<file path="src/rtl/mem_wb_pipe_reg.sv">
// mem_wb_pipe_reg: elastic MEM->WB pipeline register.
// Carries WB control, result word and destination index through STAGES
// back-to-back slots with a valid/ready handshake, global stall, flush and
// bubble (NOP) insertion. Outputs come straight from the last slot's registers.
// Optional saturating statistics counters: define MEM_WB_PIPE_REG_STATS_EN.
module mem_wb_pipe_reg #(
   parameter int unsigned CTRL_W = 4,
   parameter int unsigned DATA_W = 32,
   parameter int unsigned RD_W   = 4,
   parameter int unsigned STAGES = 1
) (
   input  logic              clk,
   input  logic              reset,
   input  logic              stall,
   input  logic              flush,
   input  logic              in_valid,
   output logic              in_ready,
   input  logic [CTRL_W-1:0] in_ctrl,
   input  logic [DATA_W-1:0] in_data,
   input  logic [RD_W-1:0]   in_rd,
   output logic              out_valid,
   input  logic              out_ready,
   output logic [CTRL_W-1:0] out_ctrl,
   output logic [DATA_W-1:0] out_data,
   output logic [RD_W-1:0]   out_rd
`ifdef MEM_WB_PIPE_REG_STATS_EN
   ,
   output logic [15:0]       bubble_cnt,
   output logic [15:0]       stall_cnt
`endif
);

   if (STAGES < 1 || STAGES > 4) begin : g_bad_stages
      $error("mem_wb_pipe_reg: STAGES must be in the range 1..4");
   end

   localparam int unsigned LAST = STAGES - 1;

   logic              r_valid [STAGES];
   logic [CTRL_W-1:0] r_ctrl  [STAGES];
   logic [DATA_W-1:0] r_data  [STAGES];
   logic [RD_W-1:0]   r_rd    [STAGES];

   // w_accept[STAGES] stands for the write-back side taking the last slot
   logic [STAGES:0]   w_accept;
   logic [STAGES-1:0] w_move;
   logic [STAGES-1:0] w_load;
   logic              w_run;

   // Ready chain: walk from the last slot back to slot 0 so a full pipeline
   // draining at the output can still accept at the input in the same cycle.
   always_comb begin
      w_run            = ~stall & ~flush;
      w_accept         = '0;
      w_move           = '0;
      w_accept[STAGES] = out_ready;
      for (int unsigned k = 0; k < STAGES; k++) begin
         w_move[LAST-k]   = r_valid[LAST-k] & w_accept[LAST-k+1] & w_run;
         w_accept[LAST-k] = ~r_valid[LAST-k] | w_move[LAST-k];
      end
      in_ready = w_accept[0] & w_run;
   end

   // Slot i receives when the upstream slot (or the input port for slot 0) moves
   always_comb begin
      w_load    = '0;
      w_load[0] = in_valid & in_ready;
      for (int unsigned i = 1; i < STAGES; i++) begin
         w_load[i] = w_move[i-1];
      end
   end

   // Slot registers: reset clears all, flush invalidates, stall freezes;
   // a slot emptied without a refill becomes a NOP bubble (data/rd held)
   always_ff @(posedge clk) begin
      if (reset) begin
         for (int unsigned i = 0; i < STAGES; i++) begin
            r_valid[i] <= 1'b0;
            r_ctrl[i]  <= '0;
            r_data[i]  <= '0;
            r_rd[i]    <= '0;
         end
      end else if (flush) begin
         for (int unsigned i = 0; i < STAGES; i++) begin
            r_valid[i] <= 1'b0;
            r_ctrl[i]  <= '0;
         end
      end else if (!stall) begin
         if (w_load[0]) begin
            r_valid[0] <= 1'b1;
            r_ctrl[0]  <= in_ctrl;
            r_data[0]  <= in_data;
            r_rd[0]    <= in_rd;
         end else if (w_move[0]) begin
            r_valid[0] <= 1'b0;
            r_ctrl[0]  <= '0;
         end
         for (int unsigned i = 1; i < STAGES; i++) begin
            if (w_load[i]) begin
               r_valid[i] <= 1'b1;
               r_ctrl[i]  <= r_ctrl[i-1];
               r_data[i]  <= r_data[i-1];
               r_rd[i]    <= r_rd[i-1];
            end else if (w_move[i]) begin
               r_valid[i] <= 1'b0;
               r_ctrl[i]  <= '0;
            end
         end
      end
   end

   assign out_valid = r_valid[LAST];
   assign out_ctrl  = r_ctrl[LAST];
   assign out_data  = r_data[LAST];
   assign out_rd    = r_rd[LAST];

`ifdef MEM_WB_PIPE_REG_STATS_EN
   // Saturating counters of empty-output cycles and stalled cycles
   always_ff @(posedge clk) begin
      if (reset) begin
         bubble_cnt <= '0;
         stall_cnt  <= '0;
      end else begin
         if (!stall && !r_valid[LAST] && bubble_cnt != '1) begin
            bubble_cnt <= bubble_cnt + 16'd1;
         end
         if (stall && stall_cnt != '1) begin
            stall_cnt <= stall_cnt + 16'd1;
         end
      end
   end
`endif

endmodule

</file>
<file path="config.mk">
export PLATFORM = sky130hd
export DESIGN_NAME = mem_wb_pipe_reg
export DESIGN_NICKNAME = d
export VERILOG_FILES = /design/src/rtl/mem_wb_pipe_reg.sv
export SDC_FILE = /design/constraint.sdc
export NUM_CORES = 1
export LEC_CHECK = 0
export CORE_MARGIN = 8
export CORE_UTILIZATION = 40
export DETAILED_ROUTE_END_ITERATION = 10
export PLACE_DENSITY_LB_ADDON = 0.25
export SKIP_LAST_GASP = 1
export SYNTH_ARGS = -nofsm -noshare
export SYNTH_HDL_FRONTEND = slang
export SYNTH_SLANG_ARGS = --single-unit
</file>
<file path="constraint.sdc">
create_clock -name clk -period 12.4 [get_ports clk]
set_clock_uncertainty 0.15 [all_clocks]
set_input_delay 1.24 -clock clk [delete_from_list [all_inputs] [get_ports clk]]
set_output_delay 1.24 -clock clk [all_outputs]
set_load 0.005 [all_outputs]
</file>
==> results of run 1 <==
stage by stage:
| stage | hold WS (ps) | setup slack [ps] | instances | area (um2) | utilization, % |
|---|---|---|---|---|---|
| 3_5_place_dp | 992.4 | 8494 | 236 | 2770 | 60.24 |
| 2_1_floorplan | 788.2 | 6585 | 101 | 1867 | - |
| 4_1_cts | 1017 | 8503 | 242 | 2844 | 61.85 |
| 3_3_place_gp | 931.8 | 8537 | 236 | 2770 | 60.24 |
| 5_1_grt | 1081 | 8459 | 242 | 2844 | 61.85 |
| 6_report | 1004 | 8524 | 242 | 2844 | 61.85 |
kinds of logic after synthesis:
family | share of synthesized area (%)
buf+inv | 4.691
simple gates | 28.08
mux | 0.5362
compound gates | 0.7371
flops | 65.95
cells in the mapped netlist:
master / count / area [um2]
buf_6: 5 / 56.30
edfxtp_1: 41 / 1231
o21ai_0: 1 / 5.000
buf_2: 4 / 20.02
nor3b_2: 39 / 488.0
nor3_1: 1 / 5.000
o41ai_1: 1 / 8.760
inv_1: 2 / 7.510
nor2b_1: 1 / 6.260
clkbuf_1: 1 / 3.750
nor2_1: 2 / 7.510
mux2i_1: 1 / 10.01
or4b_1: 1 / 10.01
nor3b_1: 1 / 7.510
cell usage in the layout (no fill, tap or decap):
cell              n
edfxtp_1         41
nor2_1            2
inv_1             2
clkbuf_8          5
buf_4             4
nor3b_2          39
nor3b_1           1
o41ai_2           1
clkinv_2          1
nor3_1            1
o21ai_0           1
mux2i_1           1
or4b_2            1
nor2b_4           1
clkdlybuf4s50_1  87
power by group through the flow:
stage	Combinational (mW)	Sequential, mW	Clock (mW)
floorplan	0.0119	0.168	0
global placement	0.0454	0.166	0
detailed placement	0.0463	0.166	0
CTS	0.0465	0.163	0.0818
global route	0.0489	0.164	0.0881
finish	0.0456	0.163	0.0785
layout make-up:
type | count | area (um2) | area share (%)
inverter | 2 | 7.507 | 0.2640
timing repair buffer | 91 | 900.9 | 31.68
sequential | 41 | 1231 | 43.29
tap | 54 | 67.56 | 2.376
clock inverter | 1 | 5.005 | 0.1760
multi-input combinational | 48 | 563.0 | 19.80
clock buffer | 5 | 68.82 | 2.420
sequential cells by signal (all words and copies together), names as in the netlist:
name     count
r_rd         4
r_ctrl       4
r_valid      1
r_data      32
path summary, 6_finish.rpt:
kind,from,end,cells after the start
setup / recovery,out_ready,in_ready,4
hold reg to reg,r_valid[0],r_ctrl[0][2],2
setup reg to reg,r_valid[0],r_rd[0][1],4
hold / removal,r_valid[0],r_ctrl[0][2],2
metal layers:
layer  share of wire, %  wire [um]  track usage, %  up-vias
met3                 11        470           7.551        4
met2                 49       2136           19.08       60
li1                   -          -               -      555
met5                  0          0               0        -
met1                 40       1740           14.34      543
met4               0.91         40           4.239        0
critical path, cell delays in order:
cell and delay, ps:
clkdlybuf4s50_1 530, nor2b_4 50, nor3_1 130, clkdlybuf4s50_1 530
==> key figures, run 1 <==
Status
  – Status: finished, final reports clean

Power
  – Peak supply drop: 0.00005993 V
  – Reg power frac: 56.8%
  – Pint: 0.2281 mW
  – Psw: 0.05924 mW
  – Switch share: 20.62%
  – Cell Pwr Density: 101.0 mW/mm2
  – Total power: 0.2874 mW
  – Clk pwr share: 27.3%
  – Pleak: 0.9573 nW
  – Comb power frac: 15.9%

Drt
  – DR iter-0 viols: 101
  – Wire per inst: 18.13 um
  – Antenna viol nets, final: 0
  – Vias per cell: 4.802
  – WL final: 4.388 mm
  – Via Count: 1,162
  – Detailed Routing Iterations Pass 1: 4
  – DRC violations left: 0

Critical path
  – Required @ worst endpoint: 11,010 ps
  – Critical Path End Type: primary output
  – CP startpoint kind: input pin
  – Crit path DAT: 2490 ps
  – Crit path max fanout: 2
  – R2R Setup Slk: 10,300 ps
  – Crit path kind: in -> out

Timing
  – Peak Freq: 258.0 MHz
  – Fin crit share: 31.26%
  – Setup TNS: 0 ps
  – Final min period: 3876 ps
  – Worst slew pin tran: 793.5 ps
  – Slew headroom: 46.54%
  – Final setup viols: 0
  – Max-slew violation count: 0
  – RSZ-0062 raised after global routing: false
  – Final Hold Fails: 0

Yosys
  – Sequential share of the synthesized area: 65.95%
  – Mapped Area: 0.001867 mm2
  – Post-Synthesis Cells: 101
  – Synth warn: 0
  – Post-Synthesis Net Count: 147
  – Distinct cells, synth: 14
  – Syn avg cell area: 18.48 um2
  – #FFs+latches synth: 41

Layout
  – Fillers: 341
  – Syn-to-layout area delta: 52.35%
  – Layout net count: 235
  – Antenna cells: 0
  – Layout cell share with drive strength beyond 1: 27.66%

Min path
  – Worst hold path type: reg -> reg

Die
  – Die Y: 84.32 um
  – Core ar.: 0.004598 mm2
  – # rows: 25
  – Die Wd: 84.32 um
  – Ports: 88
  – Die footprint: 0.007109 mm2
  – Starting Density: 40.60%

GRT
  – First-pass GRT wire length: 7.051 mm
  – Total GRT Usage: 12.61%
  – Overflow after GRT: 0
  – Largest net degree at the start of global routing: 43
  – Vias in the first global route: 1,322
  – Initial antenna violation count: 0

Placement
  – Buffers on Ports: 87
  – Detail Placement HPWL: 3.258 mm
  – Routability cong.: 0.6596

Clocking
  – Setup Fix Bufs, Post-CTS: 0
  – Max clock buf depth: 2
  – CTS Buf Count: 5
  – CTS tree: built
  – Clk root buf: clkbuf_8
  – Sink Count: 41
  – Hold_buf cts: 0
  – H-tree depth: 2
  – CTS clk-pin slew, worst paths: 70 ps
  – Clock latency on the worst-skew pair: 280 ps
  – Post-CTS sizing: 0

Run
  – Max Cap Violations: 0
Note: power is estimated with default switching activity, not from simulation.
==> run 2: changes to the inputs <==
==> constraint.sdc (replaced) <==
create_clock -name clk -period 3.7 [get_ports clk]
set_clock_uncertainty 0.15 [all_clocks]
set_input_delay 0.37 -clock clk [delete_from_list [all_inputs] [get_ports clk]]
set_output_delay 0.37 -clock clk [all_outputs]
set_load 0.005 [all_outputs]
==> run 2 against run 1 <==
Register-to-register slack worse by 8600 ps. Setup slack worse by 7300 ps. Critical path depth did not move. Clock power rose to 3.5 times the previous value. Critical endpoint is now r_ctrl[0][1]. Largest power group unchanged.
==> key figures, run 2 (synthesized netlist as in run 1, its figures left out) <==
Clocking
  – CTS tree: built
  – Post-CTS sizing: 0
  – CTS Buf Count: 5
  – Max clock buf depth: 2
  – H-tree depth: 2
  – Clock latency on the worst-skew pair: 280 ps
  – Clk root buf: clkbuf_8
  – Hold_buf cts: 0
  – CTS clk-pin slew, worst paths: 70 ps
  – Setup Fix Bufs, Post-CTS: 0
  – Sink Count: 41

Power
  – Switch share: 20.93%
  – Peak supply drop: 0.0001923 V
  – Reg power frac: 56.0%
  – Pleak: 0.9667 nW
  – Psw: 0.2043 mW
  – Comb power frac: 15.8%
  – Pint: 0.7717 mW
  – Clk pwr share: 28.2%
  – Cell Pwr Density: 340.8 mW/mm2

Die
  – Die Y: 84.32 um
  – Core ar.: 0.004598 mm2
  – Starting Density: 40.60%
  – Ports: 88
  – Die Wd: 84.32 um
  – Die footprint: 0.007109 mm2
  – # rows: 25

Drt
  – DRC violations left: 0
  – Via Count: 1,165
  – WL final: 4.330 mm
  – Antenna viol nets, final: 0
  – Vias per cell: 4.775
  – Wire per inst: 17.75 um
  – Detailed Routing Iterations Pass 1: 3
  – DR iter-0 viols: 28

Critical path
  – R2R Setup Slk: 1710 ps
  – Crit path kind: in -> reg
  – Critical-path cell list: clkdlybuf4s50_1 -> or4b_2 -> buf_4 -> nor3b_2
  – Required @ worst endpoint: 3680 ps
  – Crit path max fanout: 21
  – Critical path's slowest cell: or4b_2
  – Critical Path End Type: flop
  – Crit path DAT: 2450 ps
  – RR Endpoint: r_rd[0][3]
  – R2r startpoint: r_valid[0]
  – R2R depth: 4
  – CP peak stage delay: 1010 ps
  – CP startpoint kind: input pin

GRT
  – Total GRT Usage: 12.12%
  – Largest net degree at the start of global routing: 43
  – First-pass GRT wire length: 6.699 mm
  – Vias in the first global route: 1,285
  – Overflow after GRT: 0
  – Initial antenna violation count: 0

Layout
  – Post-Layout Cell Count: 244
  – Top flop regs: r_data x32, r_ctrl x4, r_rd x4
  – Max reg flops: 32
  – Layout net count: 235
  – Most flops, register: r_data
  – Layout cell share with drive strength beyond 1: 27.89%
  – Fillers: 354
  – Commonest non-fill, non-tap cell in the layout: clkdlybuf4s50_1
  – Commonest cells after routing, fill and taps aside: clkdlybuf4s50_1 (87), edfxtp_1 (41), nor3b_2 (39), clkbuf_8 (5), buf_4 (4)
  – Design Area, Final: 0.002864 mm2
  – Antenna cells: 0
  – Syn-to-layout area delta: 53.42%

Timing
  – Final setup viols: 0
  – Worst hold slack: 624.9 ps
  – Slew headroom: 50.51%
  – Worst slew pin tran: 734.5 ps
  – Peak Freq: 404.8 MHz
  – RSZ-0062 raised after global routing: false
  – Fin crit share: 66.77%
  – Final critical-path setup slack: 1230 ps
  – Setup TNS: 0 ps
  – Final Hold Fails: 0
  – Final min period: 2470 ps
  – Max-slew violation count: 0

Placement
  – Buffers on Ports: 87
  – Placement Setup Slack: 920.0 ps
  – Routability cong.: 0.7248
  – Post-placement cell count: 236
  – Post-DP Area: 0.002781 mm2
  – Detail Placement HPWL: 3.252 mm

Min path
  – Hold_sp: in_data[12]
  – Worst hold path type: in -> reg
  – WHS Path Cells: 2
  – Hold EP: r_data[0][12]

Status
  – Status: finished, final reports clean

Run
  – Max Cap Violations: 0
-- run 2: area by class of cell --
type	instances	area, um2	area share (%)
Sequential cell	41	1231	42.99
Clock buffer	6	72.57	2.534
Tap cell	54	67.56	2.359
Multi-Input combinational cell	48	574.3	20.05
Clock inverter	2	10.01	0.3495
Inverter	2	7.507	0.2621
Timing Repair Buffer	91	900.9	31.45
-- run 2: metal layers --
layer  GRT usage [%]  up-vias  part of all wire (%)
li1                -      557                     -
met1           12.51      561                    39
met2           21.03       45                    53
met3           6.099        2                   7.9
met4           3.297        0                  0.39
met5               0        -                     0
-- run 2: worst max path at each step --
stage	from	endpoint	slack, ps	depth (start not counted)
2_1_floorplan	r_valid[0]	r_data[0][0]	330	3
3_3_place_gp	stall	r_data[0][8]	1000	4
3_5_place_dp	stall	r_data[0][27]	920	4
4_1_cts	stall	r_data[0][27]	1220	4
5_1_grt	stall	r_data[0][11]	1160	4
6_report	stall	r_ctrl[0][1]	1230	4
-- run 2: worst max-delay path, delay by kind of cell --
kind,cells,cell delay [ps]
and+or+nand+nor,2,1200
buffers and inverters,2,870
-- run 2: power by group through the flow --
stage                     clock [mW]  combinational (mW)  sequential (mW)
final                          0.275               0.154            0.547
after global routing           0.306               0.165            0.549
after CTS                      0.287               0.157            0.547
after detailed placement           0               0.156            0.558
after global placement             0               0.154            0.557
after floorplan                    0              0.0404            0.562
-- run 2: per-stage QoR --
| step | utilization (%) | power [mW] |
|---|---|---|
| 6_report | 62.29 | 0.9759 |
| 5_1_grt | 62.29 | 1.020 |
| 4_1_cts | 62.29 | 0.9913 |
| 3_5_place_dp | 60.49 | 0.7141 |
| 3_3_place_gp | 60.49 | 0.7103 |
| 2_1_floorplan | - | 0.6021 |
==> run 3: changes to the inputs <==
==> constraint.sdc (replaced) <==
create_clock -name clk -period 2.35 [get_ports clk]
set_clock_uncertainty 0.15 [all_clocks]
set_input_delay 0.235 -clock clk [delete_from_list [all_inputs] [get_ports clk]]
set_output_delay 0.235 -clock clk [all_outputs]
set_load 0.005 [all_outputs]
==> run 3 against run 2 <==
Setup slack worse by 850 ps. Die area unchanged. Sequential share of layout area down 1.2 points. Wire length up 3.3%. Global-route usage up 0.71 points. Via count up 2.1%. Cell count up 1.6%. Utilization up 1.8 points. Final area up 2.9%. First-iteration DRC count rose to 4.2 times the previous value. Largest cell class unchanged.
==> key figures, run 3 (synthesized netlist as in run 1, its figures left out) <==
Status
  – Status: finished, final reports clean

Die
  – # rows: 25
  – Starting Density: 40.60%
  – Die Y: 84.32 um
  – Core ar.: 0.004598 mm2
  – Die Wd: 84.32 um
  – Die footprint: 0.007109 mm2
  – Ports: 88

Layout
  – Commonest non-fill, non-tap cell in the layout: clkdlybuf4s50_1
  – Area of the multi-input gates: 574.3 um2
  – Layout cell share with drive strength beyond 1: 29.38%
  – Top flop regs: r_data x32, r_ctrl x4, r_rd x4
  – Layout net count: 239
  – Commonest cells after routing, fill and taps aside: clkdlybuf4s50_1 (87), edfxtp_1 (41), nor3b_2 (39), buf_4 (6), clkbuf_8 (5)
  – Syn-to-layout area delta: 57.84%
  – Max reg flops: 32
  – Antenna cells: 0
  – FF+latch area: 0.001231 mm2
  – Most flops, register: r_data
  – Fillers: 326

Critical path
  – Crit path DAT: 1590 ps
  – Setup crit end: in_ready
  – Crit path max fanout: 9
  – R2r startpoint: r_valid[0]
  – CP startpoint kind: flop
  – R2R Setup Slk: 640 ps
  – Critical Path Start: r_valid[0]
  – R2R depth: 3
  – Crit path kind: reg -> out
  – RR Endpoint: r_data[0][17]
  – Critical Path End Type: primary output
  – Required @ worst endpoint: 1970 ps

GRT
  – Total GRT Usage: 12.83%
  – Initial antenna violation count: 0
  – First-pass GRT wire length: 7.196 mm
  – Overflow after GRT: 0
  – Vias in the first global route: 1,365
  – Largest net degree at the start of global routing: 37

Timing
  – Worst slew pin tran: 398.3 ps
  – Final Hold Fails: 0
  – Worst hold slack: 484.9 ps
  – Max-slew violation count: 0
  – RSZ-0062 raised after global routing: false
  – Slew headroom: 73.45%
  – Final min period: 1972 ps
  – Peak Freq: 507.2 MHz
  – Final critical-path setup slack: 378.3 ps
  – Final setup viols: 0
  – Fin crit share: 83.90%

Drt
  – DR top layer: met4
  – DRC violations left: 0
  – Via Count: 1,189
  – WL final: 4.473 mm
  – Wire per inst: 18.04 um
  – Vias per cell: 4.794
  – DR WL met3: 451 um
  – M1 WL: 1.694 mm
  – DR iter-0 viols: 118
  – Detailed Routing Iterations Pass 1: 4
  – Antenna viol nets, final: 0
  – Metal2 WL: 2.244 mm

Clocking
  – H-tree depth: 2
  – Max clock buf depth: 2
  – Post-CTS sizing: 0
  – Clock latency on the worst-skew pair: 280 ps
  – Clk root buf: clkbuf_8
  – Setup Fix Bufs, Post-CTS: 0
  – CTS Buf Count: 5
  – CTS tree: built
  – CTS clk-pin slew, worst paths: 80 ps
  – Sink Count: 41
  – Hold_buf cts: 0

Min path
  – Worst hold path type: in -> reg

Placement
  – Detail Placement HPWL: 3.302 mm
  – Placement Setup Slack: 167.5 ps
  – Buffers on Ports: 87
  – Routability cong.: 0.6765

Power
  – Cell Pwr Density: 563.8 mW/mm2
  – Total power: 1.661 mW
  – Peak supply drop: 0.0003356 V
  – Pleak: 1.003 nW

Run
  – Max Cap Violations: 0
-- run 3: stage by stage --
step / area [um2] / cells / util, % / TNS (ps)
floorplan: 1887 / 101 / - / -6570
global placement: 2836 / 240 / 61.69 / 0
detailed placement: 2836 / 240 / 61.69 / 0
CTS: 2947 / 248 / 64.08 / 0
global route: 2947 / 248 / 64.08 / 0
finish: 2947 / 248 / 64.08 / 0
-- run 3: worst min-delay path by stage --
stage	from	endpoint	depth (start not counted)
after floorplan	in_ctrl[0]	r_ctrl[0][0]	1
after global placement	r_valid[0]	r_data[0][11]	2
after detailed placement	r_valid[0]	r_data[0][11]	2
after CTS	in_data[14]	r_data[0][14]	2
after global routing	in_data[28]	r_data[0][28]	2
final	in_data[14]	r_data[0][14]	2
-- run 3: routing by layer --
layer | vias to the layer above | track usage [%]
met4 | 0 | 4.396
met3 | 8 | 7.551
met5 | - | 0
li1 | 565 | -
met1 | 563 | 13.86
met2 | 53 | 20.33
-- run 3: critical path: stages (launching register included) --
cell             delay (ps)
edfxtp_1                430
nor2b_4                 200
nor3_1                  140
clkdlybuf4s50_1         530
-- run 3: layout make-up --
cell class	count	area share, %
multi-input cells	48	19.49
clock inverters	3	1.401
clock buffers	5	2.335
inverters	2	0.2548
well taps	54	2.293
flip-flops and latches	41	41.78
repair buffers	95	32.44
-- run 3: power by group --
part           total, mW  switching, mW  internal (mW)
clock              0.548          0.236          0.313
sequential         0.860         0.0117          0.848
combinational      0.253         0.0846          0.168
